--- config.mk ---
export PLATFORM = sky130hd
export DESIGN_NAME = bitmask_scan_sched
export DESIGN_NICKNAME = d
export VERILOG_FILES = /design/src/rtl/bitmask_scan_sched.sv
export SDC_FILE = /design/constraint.sdc
export NUM_CORES = 1
export LEC_CHECK = 0
export ABC_CLOCK_PERIOD_IN_PS = 2400
export CORE_AREA = 2 2 39 41
export CTS_CLUSTER_DIAMETER = 200
export DETAILED_ROUTE_END_ITERATION = 8
export DIE_AREA = 0 0 41 43
export DONT_BUFFER_PORTS = 1
export PLACE_DENSITY = 0.58
export SLEW_MARGIN = 0
export SYNTH_ARGS = -nofsm -noshare
export SYNTH_HDL_FRONTEND = slang
export SYNTH_SLANG_ARGS = --single-unit
--- constraint.sdc ---
create_clock -name clk -period 2.4 [get_ports clk]
set_clock_uncertainty 0.2 [all_clocks]
set_input_delay 0.48 -clock clk [delete_from_list [all_inputs] [get_ports clk]]
set_output_delay 0.48 -clock clk [all_outputs]
set_load 0.005 [all_outputs]
--- src/rtl/bitmask_scan_sched.sv ---
// bitmask_scan_sched: emits one MSB-referenced bit index per beat for each set bit of an accepted mask
module bitmask_scan_sched #(
    parameter int WIDTH = 5,
    parameter int IDX_W = 3
) (
    input  logic             clk,
    input  logic             reset,
    input  logic [WIDTH-1:0] in_bitmask,
    input  logic             in_val,
    output logic             in_rdy,
    output logic [IDX_W-1:0] out_idx,
    output logic             out_last,
    output logic             out_zero,
    output logic             out_val,
    input  logic             out_rdy,
    output logic             busy
);
    typedef enum logic [1:0] {IDLE, SCAN, ZERO} state_t;
    state_t state, state_nxt;
    logic [WIDTH-1:0] rem, rem_nxt, hi;
    logic [IDX_W-1:0] idx;
    always_comb begin
        hi = '0;
        idx = '0;
        for (int i = 0; i < WIDTH; i++)
            if (rem[i]) begin
                hi = '0;
                hi[i] = 1'b1;
                idx = IDX_W'(WIDTH - 1 - i);
            end
    end
    assign out_val  = state != IDLE;
    assign out_zero = state == ZERO;
    assign out_idx  = state == SCAN ? idx : '0;
    assign out_last = out_zero || (state == SCAN && (rem & (rem - WIDTH'(1))) == '0);
    assign in_rdy   = !reset && (state == IDLE || (out_val && out_last && out_rdy));
    assign busy     = out_val;
    // a load in the same cycle as the final beat overrides the return to IDLE
    always_comb begin
        state_nxt = state;
        rem_nxt = rem;
        if (out_val && out_rdy) begin
            rem_nxt = rem & ~hi;
            if (out_last) state_nxt = IDLE;
        end
        if (in_val && in_rdy) begin
            rem_nxt = in_bitmask;
            state_nxt = |in_bitmask ? SCAN : ZERO;
        end
    end
    always_ff @(posedge clk or posedge reset) begin
        if (reset) begin
            state <= IDLE;
            rem <= '0;
        end else begin
            state <= state_nxt;
            rem <= rem_nxt;
        end
    end
endmodule

==> flow_metrics.tcl <==
set metrics [dict create \
    outcome "finished, final reports clean" \
    htreeDepth 1 \
    rr_worst_depth 4 \
    ys_ff_latch 7 \
    worstReg2RegStart "rem[3]$_DFFE_PP0P_" \
    grt_usage_pct 14.26 \
    die_h_um 43 \
    hold_class "input port to flop" \
    grt_max_degree 11 \
    grt_pass1_wl_mm 1.587 \
    startpoint_type "flop" \
    worst_hold_path.num_cells 1 \
    syn_area_per_cell_um2 9.295 \
    maxSlewViolCount 0 \
    register_area_um2 178.9 \
    remaining_drc_errors 0 \
    cts_buffers 3 \
    fillerInstances 144 \
    syn2layout_area_growth_pct 11.06 \
    start_util_pct 37.61 \
    cts_tree "done" \
    cts_sinks 7 \
    diodes 0 \
    setup_viol 0 \
    die_area_um2 1763 \
    netlist.area_leader.share_pct 33.65 \
    ys_seq_area_share_pct 33.65 \
    leakage_nw 0.2585 \
    synthAdderAreaFrac_pct 0 \
    fmax_mhz 425.5 \
    finalHoldViolCount 0 \
    synth_area_um2 520.5 \
    synth_compound_area_share_pct 27.88 \
    slew_headroom_pct 69.83 \
    worst_pin_slew_ns 0.4498 \
    design.core.area_um2 1384 \
    synth_top_family_by_area "compound AO/OA/AOI/OAI gates" \
    first_pass_iters 4 \
    arrival_ns 1.67 \
    hold_start "in_bitmask[4]" \
    powerDensity_nw_per_um2 1145 \
    nNetsFinal 69 \
    postRouteAntennaNets 0 \
    synthXorXnorAreaFrac_pct 0 \
    wl_per_cell_um 13.13 \
    clk_pin_slew_ns 0.05 \
    port_buffers 0 \
    drt-initial-drc-count 6 \
    dpl.hpwl_um 733.5 \
    synth_top_cell_by_area "dfrtp_1" \
    ctsLongestPathBuffers 2 \
    multiInputGateArea_um2 305.3 \
    drive_gt1_share_pct 28.81 \
    grt_setup_unrepaired "true" \
    io-pin-count 17 \
    place_congestion 0.7124 \
    regToRegEndpoint "rem[0]$_DFFE_PP0P_" \
    muxShareOfSynthArea_pct 10.58 \
    use_met1_pct 15.82 \
    worstSetupEndpointType "primary output" \
    synthTopCellsByArea "dfrtp_1, mux2i_1, o21ai_0" \
    synth.distinct_cells 25 \
    overflow 0 \
    yosys_warnings 0 \
    clk-insertion-delay-late_ns 0.25 \
    ctsRootBufferMaster "clkbuf_4" \
    top_usage_layer "met2" \
    min_period_over_period_pct 97.91 \
    r2r_slack_ns 0.55 \
    hold_slack_ns 0.1291 \
    rows 14 \
    ir_drop_uv 350.5 \
    cap_violations 0 \
    grt_pass1_vias 410 \
    viasPerCell 5.533 \
    timing_worst_setup_path_type "flop to primary output" \
    die_w_um 41 \
    required_ns 1.72 \
    p_total_uw 661.6 \
    worstPathMaxFanout 5 \
    synth_simple_gate_area_share_pct 17.07 \
    antenna_found_initial 0 \
    syn_nets 65 \
    syn_inst 56 \
    min_period_ns 2.350 \
    wl_um 985 \
    grt_use_met3_pct 5.759 \
    finalSetupTns_ns 0 \
    met2_usage_pct 20.00 \
    hold_end "state[1]$_DFFE_PP0P_" \
    vias 415 \
]
[how the worst max path moves through the flow]
| stage | start | endpoint | slack, ns | cells past startpoint |
|---|---|---|---|---|
| after CTS | rem[3]$_DFFE_PP0P_ | in_rdy | 0.006 | 4 |
| after global routing | rem[3]$_DFFE_PP0P_ | in_rdy | -0.06 | 5 |
| after detailed placement | rem[2]$_DFFE_PP0P_ | in_rdy | 0.26 | 4 |
| after floorplan | rem[2]$_DFFE_PP0P_ | in_rdy | 0.34 | 5 |
| after global placement | rem[2]$_DFFE_PP0P_ | in_rdy | 0.28 | 4 |
| final | rem[0]$_DFFE_PP0P_ | in_rdy | 0.05 | 4 |
[routing by layer]
layer | share of wire (%) | wire [µm] | vias up
li1 | - | - | 210
met1 | 43 | 421 | 185
met2 | 48 | 470 | 16
met3 | 7.3 | 72 | 4
met4 | 2.1 | 21 | 0
met5 | 0 | 0 | -
[state kept, by name, summed over array words and instances, names as in the netlist]
signal	flops
state	2
rem	5
[power by group]
| group | total (mW) | internal, mW | switching (mW) |
|---|---|---|---|
| logic | 0.282 | 0.144 | 0.138 |
| clock network | 0.105 | 0.0634 | 0.0421 |
| registers | 0.274 | 0.169 | 0.106 |
[cells in the mapped netlist]
library cell and count:
a211oi_1 3, a21oi_1 1, a21oi_4 1, and4bb_2 1
buf_4 2, buf_6 1, dfrtp_1 7, inv_1 8
mux2_4 1, mux2i_1 4, nand2_1 4, nand2b_1 1
nor2_1 3, nor3_1 1, nor4_1 2, o2111a_2 1
o2111ai_1 1, o21ai_0 6, o21ai_1 1, o31a_2 1
o31ai_1 1, o41ai_4 1, or2_2 1, or3_1 2
or4_1 1
[kinds of logic after synthesis]
| logic type | after synthesis |
|---|---|
| flops | 7 |
| compound gates | 17 |
| simple gates | 16 |
| buf+inv | 11 |
| mux | 5 |
[final cells by class]
| type | count | area share [%] |
|---|---|---|
| Tap cell | 16 | 3.463 |
| Inverter | 8 | 5.195 |
| Multi-Input combinational cell | 38 | 52.81 |
| Clock buffer | 4 | 4.545 |
| Timing Repair Buffer | 2 | 3.030 |
| Sequential cell | 7 | 30.95 |
[layout by cell type (no fill, tap or decap), types with 2 or more instances in the layout]
cell      instances
a211oi_2          2
clkbuf_4          3
dfrtp_1           4
dfrtp_2           3
inv_1             8
mux2i_1           4
nand2_1           4
nor2_1            3
nor4_1            2
o21ai_0           6
or3_1             2
[worst max-delay path: stages (launching register included)]
cell	delay (ns)
dfrtp_2	0.45
o41ai_4	0.38
o2111ai_2	0.17
or3_1	0.33
nand2b_1	0.09
[per-stage QoR]
stage          setup slack [ns]  std cells  cell area, µm²  utilization [%]
4_1_cts                0.005693         74           551.8            39.87
3_3_place_gp             0.2791         69           514.2            37.16
3_5_place_dp             0.2581         69           514.2            37.16
5_1_grt                -0.05628         75           578.1            41.77
6_report                0.05004         75           578.1            41.77
2_1_floorplan            0.3376         56           520.5                -
[repair_timing]
action / in CTS / in global routing
hold buffers: 1 / 0
endpoints found under the hold margin: 7 / 0
pin swaps: 0 / 2
setup endpoints to repair: 1 / 1
resized for setup: 1 / 5
buffers inserted: 0 / 1
Note: power is estimated with default switching activity, not from simulation.
